`src/rtl/sba_pkg.sv`:
```
// Shared types and default SoC address map for the SBA interconnect.
package sba_pkg;

  typedef enum logic [1:0] {
    S_IDLE,
    S_WAIT,
    S_RESP,
    S_ERR
  } sba_state_t;

  localparam logic CAUSE_MISS    = 1'b0;
  localparam logic CAUSE_TIMEOUT = 1'b1;

  localparam logic [31:0] BRAM_BASE  = 32'h0000_0000;
  localparam logic [31:0] BRAM_MASK  = 32'hFF00_0000;
  localparam logic [31:0] CLINT_BASE = 32'h0200_0000;
  localparam logic [31:0] CLINT_MASK = 32'hFF00_0000;
  localparam logic [31:0] PLIC_BASE  = 32'h0C00_0000;
  localparam logic [31:0] PLIC_MASK  = 32'hFF00_0000;
  localparam logic [31:0] UART_BASE  = 32'h1000_0000;
  localparam logic [31:0] UART_MASK  = 32'hFFFF_F000;
  localparam logic [31:0] SPI_BASE   = 32'h1000_1000;
  localparam logic [31:0] SPI_MASK   = 32'hFFFF_F000;
  localparam logic [31:0] SRAM_BASE  = 32'h8000_0000;
  localparam logic [31:0] SRAM_MASK  = 32'hFF00_0000;

  // Slave k lives at bits [k*32 +: 32], so slave 0 is rightmost.
  localparam logic [6*32-1:0] DEF_BASE = {
    SRAM_BASE, SPI_BASE, UART_BASE,
    PLIC_BASE, CLINT_BASE, BRAM_BASE
  };
  localparam logic [6*32-1:0] DEF_MASK = {
    SRAM_MASK, SPI_MASK, UART_MASK,
    PLIC_MASK, CLINT_MASK, BRAM_MASK
  };

endpackage

```
`src/rtl/sba_decode.sv`:
```
// Base/mask address match with a lowest-index-wins priority encoder.
module sba_decode #(
  parameter int N  = 6,
  parameter int AW = 32,
  parameter int SW = 3,
  parameter logic [N*AW-1:0] BASE = '0,
  parameter logic [N*AW-1:0] MASK = '0
) (
  input  logic [AW-1:0] i_addr,
  output logic          o_hit,
  output logic [SW-1:0] o_idx
);

  // Scan downwards so the lowest matching index is written last.
  always_comb begin
    o_hit = 1'b0;
    o_idx = '0;
    for (int k = N - 1; k >= 0; k--) begin
      if ((i_addr & MASK[k*AW +: AW]) ==
          (BASE[k*AW +: AW] & MASK[k*AW +: AW])) begin
        o_hit = 1'b1;
        o_idx = SW'(k);
      end
    end
  end

endmodule

```
`src/rtl/sba_interconnect.sv`:
```
// Single-master, N-slave SBA interconnect with registered decode,
// per-access timeout and sticky bus-error capture.
module sba_interconnect
  import sba_pkg::*;
#(
  parameter int N_SLAVES = 6,
  parameter int ADDR_W   = 32,
  parameter int DATA_W   = 32,
  parameter logic [N_SLAVES*ADDR_W-1:0] SLAVE_BASE = DEF_BASE,
  parameter logic [N_SLAVES*ADDR_W-1:0] SLAVE_MASK = DEF_MASK,
  parameter int TIMEOUT  = 255
) (
  input  logic                       i_clk,
  input  logic                       i_rst,
  input  logic [ADDR_W-1:0]          i_m_addr,
  input  logic [DATA_W-1:0]          i_m_dat_w,
  input  logic [DATA_W/8-1:0]        i_m_we,
  input  logic                       i_m_stb,
  output logic [DATA_W-1:0]          o_m_dat_r,
  output logic                       o_m_ack,
  output logic                       o_m_err,
  output logic [N_SLAVES-1:0]        o_s_stb,
  output logic [ADDR_W-1:0]          o_s_addr,
  output logic [DATA_W-1:0]          o_s_dat_w,
  output logic [DATA_W/8-1:0]        o_s_we,
  input  logic [N_SLAVES*DATA_W-1:0] i_s_dat_r,
  input  logic [N_SLAVES-1:0]        i_s_ack,
  output logic                       o_err_valid,
  output logic [ADDR_W-1:0]          o_err_addr,
  output logic                       o_err_cause,
  input  logic                       i_err_clr
);

  localparam int SEL_W = (N_SLAVES > 1) ? $clog2(N_SLAVES) : 1;
  localparam int CNT_W = (TIMEOUT > 0) ? $clog2(TIMEOUT + 1) : 1;
  localparam logic [CNT_W-1:0] CNT_LAST =
    CNT_W'((TIMEOUT > 0) ? TIMEOUT - 1 : 0);

  sba_state_t        state_q, state_d;
  logic [SEL_W-1:0]  sel_q, sel_d;
  logic [CNT_W-1:0]  cnt_q, cnt_d;
  logic [DATA_W-1:0] dat_q, dat_d;
  logic              pcause_q, pcause_d;
  logic              ev_q, ev_d;
  logic [ADDR_W-1:0] ea_q, ea_d;
  logic              ec_q, ec_d;

  logic              hit;
  logic [SEL_W-1:0]  hit_idx;

  sba_decode #(
    .N    (N_SLAVES),
    .AW   (ADDR_W),
    .SW   (SEL_W),
    .BASE (SLAVE_BASE),
    .MASK (SLAVE_MASK)
  ) u_decode (
    .i_addr (i_m_addr),
    .o_hit  (hit),
    .o_idx  (hit_idx)
  );

  always_ff @(posedge i_clk or negedge i_rst) begin
    if (!i_rst) begin
      state_q  <= S_IDLE;
      sel_q    <= '0;
      cnt_q    <= '0;
      dat_q    <= '0;
      pcause_q <= CAUSE_MISS;
      ev_q     <= 1'b0;
      ea_q     <= '0;
      ec_q     <= CAUSE_MISS;
    end else begin
      state_q  <= state_d;
      sel_q    <= sel_d;
      cnt_q    <= cnt_d;
      dat_q    <= dat_d;
      pcause_q <= pcause_d;
      ev_q     <= ev_d;
      ea_q     <= ea_d;
      ec_q     <= ec_d;
    end
  end

  always_comb begin
    state_d  = state_q;
    sel_d    = sel_q;
    cnt_d    = cnt_q;
    dat_d    = dat_q;
    pcause_d = pcause_q;
    ev_d     = ev_q;
    ea_d     = ea_q;
    ec_d     = ec_q;
    if (i_err_clr) ev_d = 1'b0;
    unique case (state_q)
      S_IDLE: begin
        if (i_m_stb) begin
          if (hit) begin
            sel_d   = hit_idx;
            cnt_d   = '0;
            state_d = S_WAIT;
          end else begin
            pcause_d = CAUSE_MISS;
            state_d  = S_ERR;
          end
        end
      end
      S_WAIT: begin
        // An ack on the terminal-count cycle beats the timeout.
        if (i_s_ack[sel_q]) begin
          dat_d   = i_s_dat_r[sel_q*DATA_W +: DATA_W];
          state_d = S_RESP;
        end else if (TIMEOUT != 0 && cnt_q == CNT_LAST) begin
          pcause_d = CAUSE_TIMEOUT;
          state_d  = S_ERR;
        end else begin
          cnt_d = cnt_q + CNT_W'(1);
        end
      end
      S_RESP: begin
        state_d = S_IDLE;
      end
      S_ERR: begin
        dat_d   = '0;
        ea_d    = i_m_addr;
        ec_d    = pcause_q;
        ev_d    = 1'b1;
        state_d = S_IDLE;
      end
      default: state_d = S_IDLE;
    endcase
  end

  assign o_s_stb     = (state_q == S_WAIT) ?
                       (N_SLAVES'(1) << sel_q) : '0;
  assign o_s_we      = (state_q == S_WAIT) ? i_m_we : '0;
  assign o_s_addr    = i_m_addr;
  assign o_s_dat_w   = i_m_dat_w;
  assign o_m_ack     = (state_q == S_RESP);
  assign o_m_err     = (state_q == S_ERR);
  assign o_m_dat_r   = dat_q;
  assign o_err_valid = ev_q;
  assign o_err_addr  = ea_q;
  assign o_err_cause = ec_q;

endmodule

```
`config.mk`:
```
export PLATFORM = sky130hd
export DESIGN_NAME = sba_interconnect
export DESIGN_NICKNAME = d
export VERILOG_FILES = /design/src/rtl/sba_pkg.sv /design/src/rtl/sba_decode.sv /design/src/rtl/sba_interconnect.sv
export SDC_FILE = /design/constraint.sdc
export NUM_CORES = 1
export LEC_CHECK = 0
export ABC_AREA = 1
export ABC_CLOCK_PERIOD_IN_PS = 1900
export CAP_MARGIN = 20
export CORE_AREA = 4 4 160 162
export CTS_CLUSTER_DIAMETER = 200
export DETAILED_ROUTE_END_ITERATION = 10
export DIE_AREA = 0 0 164 166
export GPL_ROUTABILITY_DRIVEN = 0
export GPL_TIMING_DRIVEN = 0
export HOLD_SLACK_MARGIN = 0.12
export PLACE_DENSITY_LB_ADDON = 0.1
export REMOVE_ABC_BUFFERS = 1
export SLEW_MARGIN = 0
export SYNTH_ARGS = -nofsm -noshare
export SYNTH_HDL_FRONTEND = slang
export SYNTH_SLANG_ARGS = --single-unit
export TNS_END_PERCENT = 20
```
`constraint.sdc`:
```
create_clock -name i_clk -period 1.9 [get_ports i_clk]
set_input_delay 0.285 -clock i_clk [delete_from_list [all_inputs] [get_ports i_clk]]
set_output_delay 0.285 -clock i_clk [all_outputs]
set_load 0.05 [all_outputs]
```
## Yosys cells after proc, flatten, opt, wreduce, memory -nomap -nowiden

Index checks and enable logic that the tools add are counted.

| cells by class | value |
|---|---|
| shift-type cells | 2 |
| div/mod/pow operators | 0 |
| muxes and demuxes | 35 |
| equality and inequality tests | 17 |
| bitwise operators | 0 |
| multipliers | 0 |
| add/subtract/negate cells | 1 |
| reduce and logical (&&, ||, !) cells | 11 |
| order comparisons | 1 |

Operators with widths:

| kind | number |
|---|---|
| $shiftx A192 B9 Y32 | 1 |
| $pmux W32 S2 | 1 |
| $eq A20 B17 Y1 const B | 2 |
| $logic_not A32 Y1 | 1 |
| $mux W32 | 1 |
| $mux W8 | 4 |
| $mux W3 | 6 |
| $eq A8 B8 Y1 const B | 2 |
| $pmux W8 S2 | 1 |
| $ne A2 B2 Y1 const B | 7 |
| $mux W1 | 13 |
| $reduce_and A5 Y1 | 2 |
| $add A8 B1 Y8 const B | 1 |
| $eq A8 B2 Y1 const B | 1 |
| $eq A8 B4 Y1 const B | 1 |
| $mux W2 | 4 |
| $mux W6 | 1 |
| $pmux W2 S3 | 1 |
| $reduce_bool A2 Y1 | 3 |
| $shl A1 B3 Y6 const A | 1 |
| $eq A2 B2 Y1 const B | 2 |
| $lt A3 B4 Y1 const B | 1 |
| $mux W4 | 1 |
| $reduce_and A2 Y1 | 2 |
| other kinds (7) | 7 |

| word-level totals | value |
|---|---|
| bits in latches | 0 |
| register bits after elaboration | 80 |
| bits in read-only memories | 0 |
| input bits | 270 |
| word-level logic and storage cells | 75 |
| RAM bits | 0 |
| output and inout bits | 142 |
| memories | 0 |

## Longest topological paths before layout

Gate-level depths: netlist of run 1.

| logic depth | value |
|---|---|
| depth in word-level cells | 10 |
| mapped depth | 12 |
| mapped depth without buffers | 11 |

## By module

From an unflattened synthesis of run 1, not the netlist that was laid out.

| unflattened totals | value |
|---|---|
| cells, all modules | 890 |
| area, all modules | 5665.4 um^2 |

By module, submodules not included:

| module | cells each | sequential area each (um^2) | area each (um^2) | times used |
|---|---|---|---|---|
| sba_interconnect | 846 | 2001.9 | 5462.7 | 1 |
| sba_decode | 44 | 0.0 | 202.7 | 1 |

## Worst setup path before layout of run 1

Ideal clock, no wire load.

| path | value |
|---|---|
| path kind | register to output |
| start | register sel_q[0] |
| end | output port o_s_stb[4] |
| arrival time | 2133 ps |
| setup slack | -518 ps |
| data required time | 1615 ps |
| path buffers | 3 |
| cell stages (with the launch flop) | 7 |
| path through | dfrtp_1 -> buf_4 -> nor2_1 -> buf_4 -> buf_2 -> inv_1 -> nor3_1 |

| between the ends | value |
|---|---|
| longest elaborated chain between the ends | 2 |

RTL lines:

| what | line | RTL |
|---|---|---|
| from (decl) | sba_interconnect.sv:40 | `logic [SEL_W-1:0] sel_q, sel_d;` |
| from (signal assigned) | sba_interconnect.sv:75 | `sel_q <= sel_d;` |
| $shl A1 B3 Y6 | sba_interconnect.sv:135 | `(N_SLAVES'(1) << sel_q) : '0;` |
| $mux W6 | sba_interconnect.sv:134 | `assign o_s_stb = (state_q == S_WAIT) ?` |
| to (decl) | sba_interconnect.sv:22 | `output logic [N_SLAVES-1:0] o_s_stb,` |

No other way between the ends.

## Final worst setup path of run 1

| path | value |
|---|---|
| start | input port i_m_addr[10] |
| end | output port o_s_addr[10] |

RTL lines:

| what | line | RTL |
|---|---|---|
| from (decl) | sba_interconnect.sv:15 | `input logic [ADDR_W-1:0] i_m_addr,` |
| to (decl) | sba_interconnect.sv:23 | `output logic [ADDR_W-1:0] o_s_addr,` |

No word-level cell between the ends.

==> out/summary.md, run 1 <==
Measured on the finished design, the core utilization comes to 40.6%. Summing the areas of all compound-gate instances in the mapped netlist gives 10.3% of the synthesized area. The width of the die is 164 um, and the max-slew violation total from the final report is 0. In this run the mean area of a mapped cell was 7.01 um^2. Summed over all layers, the routed wires come to 29500 um. Clock latency reported for the late side of the worst-skew pair: 0.34 ns. The setup violation total in the final timing report is 0. The worst setup path is captured at an output pin.

The y dimension of the die is 166 um. In this run the register-to-register setup slack is 0.07 ns. The largest total area in the synthesized netlist belongs to sky130_fd_sc_hd__dfrtp_1. On the critical path the largest part of the delay comes from buffers and inverters. Using the TritonRoute via totals, the vias-per-cell ratio works out to 4.60. Detailed placement ended at an HPWL of 20300 um.

After floorplanning, the core was sized to cover 24100 um^2. The slowest stage of the critical path is the sky130_fd_sc_hd__clkdlybuf4s50_1 cell. The signal on the critical path passes through clkdlybuf4s50_1, clkdlybuf4s50_1. The kind of critical path is input pin to output pin. The clock network fraction of design power was 16.3%. Main combinational cell family by area after synthesis: simple AND/OR/NAND/NOR gates.

Before antenna repair, the detailed router went through 4 iterations. The worst pin sits at a relative slew slack of 44.6%. Clock skew: 0.00439 ns.

The run gives 0 as the number of endpoints with negative hold slack in the final report. The number of buffer and inverter stages on the critical path was 2; the port buffer count was 347. The worst setup path is launched from an input pin. In the final layout, the multi-input gates occupy 2930 um^2. The fmax was 533 MHz. For the final antenna diode count, the log shows 0.

For the final global-route overflow total, the log shows 0. The number of cells on the worst reg-to-reg path is 9. The run finished with clean final reports. The logs give 36.4% for the post-synthesis sequential area ratio and 4.39 nW for the leakage power.

Row generation in the floorplan step produced 57 rows. Final cycle utilization of the critical path: 98.8%. For this run, the slowest stage of the critical path takes 0.81 ns.

The die area came out at 27200 um^2. After Yosys synthesis, and, or, nand and nor cells account for 37.2% of the synthesized area. The CTS root buffer is sky130_fd_sc_hd__clkbuf_16. Net switching power figure: 6.40 mW. Setup repair after global routing could not meet its margin everywhere. The share of total power dissipated in combinational logic is 61.4%. Once detail routing completed, the nets flagged for antenna violations numbered 0. The post-route netlist has 10.9% of its cells at a drive strength greater than 1. Share of synthesized cell area in full adder, half adder and majority cells: 0.454%. The critical path runs through a total of 2 cells. Maximum VDD drop: 0.710 mV.

After detailed routing, the number of remaining DRC violations is 0. The tools report the final-layout fill cell count as 2531. For this run, the post-layout net count is 1345. Buffers inserted during clock tree synthesis total 9.

The synthesis-stage register bit count works out to 80. The tools report the via count of the first global-routing pass as 6652. The first-iteration detailed-routing DRC count came out at 256.

Measured against the total synthesized area, the mux share comes to 0%. The critical path ends at o_s_addr[10]. Relative to the synthesized area, the layout overhead comes to 77.7%. Cell internal power was estimated by the tool at 6.46 mW.

Summing the areas of all xor and xnor instances in the mapped netlist gives 0.954% of the synthesized area. Entering global routing, the biggest net connects 58 pins. Most frequent cell after synthesis: sky130_fd_sc_hd__nand2_1. The logs give 1.62 ns for the required time reported for the critical path endpoint and 22.8% for the effective utilization at floorplan. At the pin with the least slew margin, the transition time is 0.830 ns. Tracing the worst setup path back leads to its startpoint at i_m_addr[10]. In the final routed layout, each cell accounts on average for 21.0 um. The total I/O pin count is 412.

For this run, the total global-route usage over all layers was measured as 20.4%. The worst register-to-register path begins at sel_q[0]. TritonCTS built the clock tree. The post-synthesis cell area is 5510 um^2, and the fraction of registers with async set or reset after synthesis is 100%. The first global-routing pass estimated 42300 um of wire. The gate count of the mapped netlist was 786.

Across the run, the number of max-cap violations was 0. The initial antenna violation count is 1. Ranked by instance count, the synthesized netlist is headed by sky130_fd_sc_hd__nand2_1 (275), sky130_fd_sc_hd__nand3_1 (117), sky130_fd_sc_hd__dfrtp_1 (80), sky130_fd_sc_hd__nor2_1 (76), sky130_fd_sc_hd__buf_4 (72). The run gives 6449 as the vias after detailed routing. The worst min-delay path class is flop to flop.

Across the whole layout, storage elements account for 2010 um^2. The share of the synthesized area in the top cell type is 36.4%, and the CTS clock-pin slew for the worst setup and hold paths is 0.06 ns. Yosys attributes the largest share of cell area to sky130_fd_sc_hd__dfrtp_1 (36%), sky130_fd_sc_hd__nand2_1 (19%), sky130_fd_sc_hd__nand3_1 (11%), sky130_fd_sc_hd__buf_4 (9.8%), sky130_fd_sc_hd__nor2_1 (5.2%). Counting I/O delays and the setup requirement, the final critical path takes 1.88 ns. Yosys mapped a number of flops with a built-in enable equal to 0.

The cell with the most instances on the worst path was sky130_fd_sc_hd__clkdlybuf4s50_1. Per report_power, the sequential group accounts for 22.3% of the total. The number of sinks driven by the clock tree is 80, and the number of warnings printed during yosys synthesis is 0. Proportion of total power due to net switching: 49.8%. For this design the ratio of total power to cell area is 1310 nW/um^2. In this run the critical register-to-register path is captured at o_m_dat_r[9]. The post-route total power is 12.9 mW, and the peak fanout along the critical path is 2.

After synthesis, the netlist uses 29 different library cells. Among all flip-flop cells after synthesis, the most frequent one is sky130_fd_sc_hd__dfrtp_1. In this run the number of H-tree levels came out at 3. Data arrives at the worst endpoint at 1.59 ns. The tools report the worst-case clock buffer depth as 2.
## cell type report
type	count	share of cell area, %
Timing Repair Buffer	383	40.2
Inverter	26	1.41
Sequential cell	80	20.6
Timing Repair inverter	2	0.166
Clock buffer	10	2.44
Clock inverter	6	1.19
Multi-Input combinational cell	571	29.9
Tap cell	324	4.14
## stage by stage
step | TNS, ns | instances | hold WS [ns] | setup slack, ns | area (um^2)
finish | 0 | 1402 | 0.477 | 0.0229 | 9780
global route | -0.330 | 1402 | 0.504 | -0.0658 | 9780
CTS | -0.170 | 1392 | 0.482 | -0.0562 | 9520
detailed placement | -72.86 | 1350 | 0.326 | -1.54 | 8840
global placement | -535.79 | 1344 | 0.461 | -4.45 | 8670
floorplan | -139.65 | 673 | -0.0106 | -2.20 | 4790
## what timing repair did
action / 4_1_cts / 5_1_grt
resized for setup: 112 / 35
pin swaps: 6 / 1
endpoints found under the hold margin: 40 / 0
buffers inserted: 19 / 7
endpoints found under the setup margin: 104 / 65
hold buffers: 1 / 0
gates cloned: 6 / 3
## worst min-delay path by stage
stage | startpoint | to | slack, ns | cells past startpoint
6_report | o_err_addr[15] | o_err_addr[15] | 0.48 | 2
5_1_grt | o_err_addr[16] | o_err_addr[16] | 0.50 | 2
4_1_cts | o_err_addr[15] | o_err_addr[15] | 0.48 | 2
3_3_place_gp | o_err_addr[23] | o_err_addr[23] | 0.46 | 2
3_5_place_dp | i_rst | o_m_dat_r[0] | 0.33 | 1
2_1_floorplan | i_rst | cnt_q[0] | -0.01 | 0
## power groups by stage
stage | Combinational [mW] | Sequential, mW | Clock, mW
5_1_grt | 8.44 | 2.96 | 2.24
3_5_place_dp | 7.44 | 2.89 | 0
2_1_floorplan | 2.03 | 5.14 | 0
6_report | 7.90 | 2.87 | 2.09
4_1_cts | 7.80 | 2.90 | 2.17
3_3_place_gp | 7.19 | 2.85 | 0
## state kept, by name, indices dropped and copies added, names as in the netlist
| signal | cells |
|---|---|
| o_err_addr | 32 |
| o_m_dat_r | 32 |
| cnt_q | 8 |
| sel_q | 3 |
| state_q | 2 |
| o_err_cause | 1 |
| o_err_valid | 1 |
| pcause_q | 1 |
## layer usage
metal  share of wire, %  wire (um)  vias up  track usage [%]
met3                 10       3030       30             8.49
met2                 46      13400      300             32.5
li1                   -          -     3132                -
met5               0.35        103        -             2.36
met4                1.6        471        4             4.96
met1                 42      12400     2983             25.5
## layout by cell type, fill, tap and decap left out, types with 4 or more instances in the layout
master,count
sky130_fd_sc_hd__a221oi_1,25
sky130_fd_sc_hd__inv_1,20
sky130_fd_sc_hd__a221oi_2,7
sky130_fd_sc_hd__buf_4,28
sky130_fd_sc_hd__buf_12,5
sky130_fd_sc_hd__nand3_4,4
sky130_fd_sc_hd__nor2_4,7
sky130_fd_sc_hd__buf_16,6
sky130_fd_sc_hd__dlygate4sd2_1,20
sky130_fd_sc_hd__a211oi_2,11
sky130_fd_sc_hd__clkbuf_16,10
sky130_fd_sc_hd__nor2_1,74
sky130_fd_sc_hd__dfrtp_1,75
sky130_fd_sc_hd__clkdlybuf4s50_1,307
sky130_fd_sc_hd__nand3_1,117
sky130_fd_sc_hd__dlymetal6s2s_1,7
sky130_fd_sc_hd__nand2_1,273
sky130_fd_sc_hd__dfrtp_2,4
sky130_fd_sc_hd__a211oi_1,21
sky130_fd_sc_hd__xor2_1,4
sky130_fd_sc_hd__o21ai_0,5
## logic make-up (layout without fill, tap and decap cells)
logic type	after synthesis	after routing
flops	80	80
fa+ha+maj	2	2
xor+xnor	6	6
buf+inv	139	427
simple gates	487	491
compound gates	72	72
(Power assumes the default switching activity.)
==> inputs of run 2 (changes only) <==
--- a/config.mk
+++ b/config.mk
@@ -6,7 +6,7 @@
 export NUM_CORES = 1
 export LEC_CHECK = 0
 export ABC_AREA = 1
-export ABC_CLOCK_PERIOD_IN_PS = 1900
+export ABC_CLOCK_PERIOD_IN_PS = 1600
 export CAP_MARGIN = 20
 export CORE_AREA = 4 4 160 162
 export CTS_CLUSTER_DIAMETER = 200
==> constraint.sdc (replaced) <==
create_clock -name i_clk -period 1.6 [get_ports i_clk]
set_input_delay 0.24 -clock i_clk [delete_from_list [all_inputs] [get_ports i_clk]]
set_output_delay 0.24 -clock i_clk [all_outputs]
set_load 0.05 [all_outputs]
==> run 2 against run 1 <==
The flow now finishes with violations (negative setup slack); die area stayed put; critical endpoint is now o_s_stb[5]; cell area is 9.1% higher; clock skew is 0.0021 ns higher; wire length is 7.9% higher; critical path depth is 2 higher; hold slack worse by 0.23 ns; register-to-register slack worse by 0.28 ns.
==> out/summary.md, run 2 (same netlist as run 1, synthesis figures left out) <==
The run finished, with violations left. The checks that failed: negative setup slack. The uppermost layer routed was met5. The logs give 22.5% (+2.1 points) for the total routing resource utilization after global routing and 52 (+52) for the setup violation total in the final timing report.

The max-slew violation total from the final report was 0 (unchanged). The remaining antenna violation count after routing was 0 (unchanged). The worst setup path is captured at an output pin. The library cell used most frequently in the layout, excluding fill and tap cells, is sky130_fd_sc_hd__nand2_1. The launch point of the worst reg-to-reg path is sel_q[1]. Number of instances on the worst hold path: 3 (+1). Worst setup slack after placement: -1.84 ns (-0.300 ns).

The detailed-route wire length is 31800 um (+7.9%). For the total iterations of the first detailed-routing run, the log shows 4 (unchanged). The initial antenna violation count was 2 (+1). The run gives 7.93 mW (+24%) as the net switching power figure. CTS root buffer: sky130_fd_sc_hd__clkbuf_16. Total I/O pin count: 412 (unchanged). The tools report the logic gate share of total power as 62.0% (+0.6 points).

The count of non-filler cells in the finished layout was 1438 (+2.6%); the worst-margin pin slew was 0.642 ns (-0.188 ns). The post-placement cell count is 1350 (unchanged). Setup repair after global routing could not meet its margin everywhere.

Remaining routing DRC violations: 0 (unchanged). The first-pass GRT wire length came out at 46000 um (+8.9%). Worst min-delay path class: input pin to flop. The logs give 5.01 nW (+14%) for the leakage power and 15000 um (+12%) for the routed length on met2. The clock latency reported for the late side of the worst-skew pair is 0.34 ns (about the same), and the number of sinks driven by the clock tree is 80 (unchanged). Largest net degree at the start of global routing: 60 (+3.4%). The maximum VDD drop came out at 0.834 mV (+18%). The average wire per standard cell works out to 22.1 um (+5.2%).

The tools report the clock network fraction of design power as 16.1% (-0.2 points). Effective utilization at floorplan: 22.8% (unchanged). The proportion of power drawn by flip-flops and latches was 21.9% (-0.4 points).

The routed via count divided by cell count is 4.65 (+1.2%). The worst path needs 1.83 ns of the cycle, external delays included. The tools report the end point of the worst hold path as o_err_addr[26].

The number of placement rows is 57 (unchanged). The y dimension of the die came out at 166 um (unchanged). The logs give 1.59 ns (about the same) for the critical path data arrival time and 57.4% (+13 points) for the worst slew margin relative to its limit.

The number of buffers created by CTS came out at 9 (unchanged). In the layout the commonest cells are sky130_fd_sc_hd__nand2_1 (251), sky130_fd_sc_hd__clkdlybuf4s50_1 (232), sky130_fd_sc_hd__nand3_1 (98). The HPWL reported at the end of detailed placement was 20300 um (unchanged). The tools report the vias after detailed routing as 6691 (+3.8%).

The number of cell instances on the worst register-to-register path came out at 11 (+2). The clock skew was 0.00651 ns (+0.00212 ns); the final global-route overflow total was 0 (unchanged). The number of levels the H-tree was split into was 3 (unchanged); the port buffer count was 347 (unchanged). The setup path with the least slack is of type flop to output pin. The routed length on met3 came out at 3040 um (+0.33%). The relative area change from synthesis to final layout works out to 93.8%.

Static timing analysis puts the maximum clock frequency at 545 MHz. Finished layout cell area: 10700 um^2 (+9.1%). The CTS clock-pin slew for the worst setup and hold paths was 0.06 ns (about the same). The placeable core region is 24100 um^2 (unchanged), and the die area is 27200 um^2 (unchanged).

The tools report the minimum setup slack among reg-to-reg paths as -0.21 ns (-0.28 ns). The via count of the first global-routing pass came out at 7134 (+7.2%). The worst setup path is launched from a flop. The startpoint identified for the worst hold timing path is i_m_addr[26]. The final net count was 1380 (+2.6%); the first-iteration detailed-routing DRC count was 300 (+17%).

TritonCTS built the clock tree. For the placement-stage cell area, the log shows 8840 um^2 (unchanged). The worst register-to-register path ends at o_m_dat_r[19]. The internal cell power was 7.50 mW (+16%). The number of violations of the max-capacitance limit is 0 (unchanged). The power density of the placed cells was 1450 nW/um^2 (+10%).

The final cycle utilization of the critical path came out at 115%. The logs give 0 (unchanged) for the number of endpoints with negative hold slack in the final report and 2 (unchanged) for the worst-case clock buffer depth. The ratio of cells with drive above 1 in the final layout was 20.7% (+9.8 points); the post-route total power was 15.4 mW (+20%). The required time reported for the critical path endpoint came out at 1.36 ns (-0.26 ns). The setup TNS was -7.23 ns (-7.23 ns). Peak fanout along the critical path: 7 (+5). The run gives 13000 um (+4.3%) as the routed length on met1. The tools report the worst-case setup margin in the final layout as -0.233 ns (-0.256 ns). The proportion of total power due to net switching is 51.4% (+1.6 points).

The width of the die works out to 164 um (unchanged).
[run 2: timing repair]
item | 4_1_cts | 5_1_grt
endpoints found under the hold margin | 40 | 0
endpoints found under the setup margin | 182 | 80
gates resized for setup | 329 | 40
cloned | 17 | 0
buffers inserted | 51 | 2
pin swaps | 25 | 11
hold buffers | 1 | 0
[run 2: final cells by class]
class	count	area, um^2
sequential	80	2010
inverter	26	135
timing repair inverter	2	16.3
clock inverter	6	116
antenna	1	2.50
fill	2427	13400
tap	324	405
multi-input combinational	574	3320
timing repair buffer	415	4430
clock buffer	10	239
[run 2: worst max-delay path, stage by stage (launching register included)]
cell and delay (ns):
sky130_fd_sc_hd__dfrtp_2 0.48, sky130_fd_sc_hd__nor2_4 0.18, sky130_fd_sc_hd__clkinvlp_4 0.20, sky130_fd_sc_hd__nor3_2 0.20, sky130_fd_sc_hd__buf_6 0.19
[run 2: per-stage QoR]
stage / util (%) / hold WS, ns
floorplan: - / -0.0556
global placement: 36.0 / 0.461
detailed placement: 36.7 / 0.281
CTS: 43.7 / 0.435
global route: 44.3 / 0.272
finish: 44.3 / 0.244
[run 2: power by group through the flow]
stage	sequential, mW	clock (mW)	combinational [mW]
after floorplan	6.11	0	2.41
after global placement	3.38	0	8.39
after detailed placement	3.44	0	8.83
after CTS	3.37	2.57	9.57
after global routing	3.49	2.66	10.2
final	3.37	2.49	9.57
[run 2: layer usage]
metal | global-route usage, % | vias up
li1 | - | 3207
met2 | 37.7 | 308
met1 | 26.7 | 3132
met4 | 6.35 | 4
met5 | 2.36 | -
met3 | 8.59 | 40
[run 2: worst max path at each step]
stage          depth (start not counted)             to  slack [ns]  startpoint
2_1_floorplan                          3     o_s_stb[4]       -2.46    sel_q[0]
4_1_cts                                4        o_m_err       -0.24  state_q[0]
3_5_place_dp                           6  o_m_dat_r[13]       -1.84    sel_q[2]
3_3_place_gp                           7  o_m_dat_r[13]       -4.75    sel_q[0]
6_report                               4     o_s_stb[5]       -0.23  state_q[1]
5_1_grt                                4     o_s_stb[5]       -0.32  state_q[1]
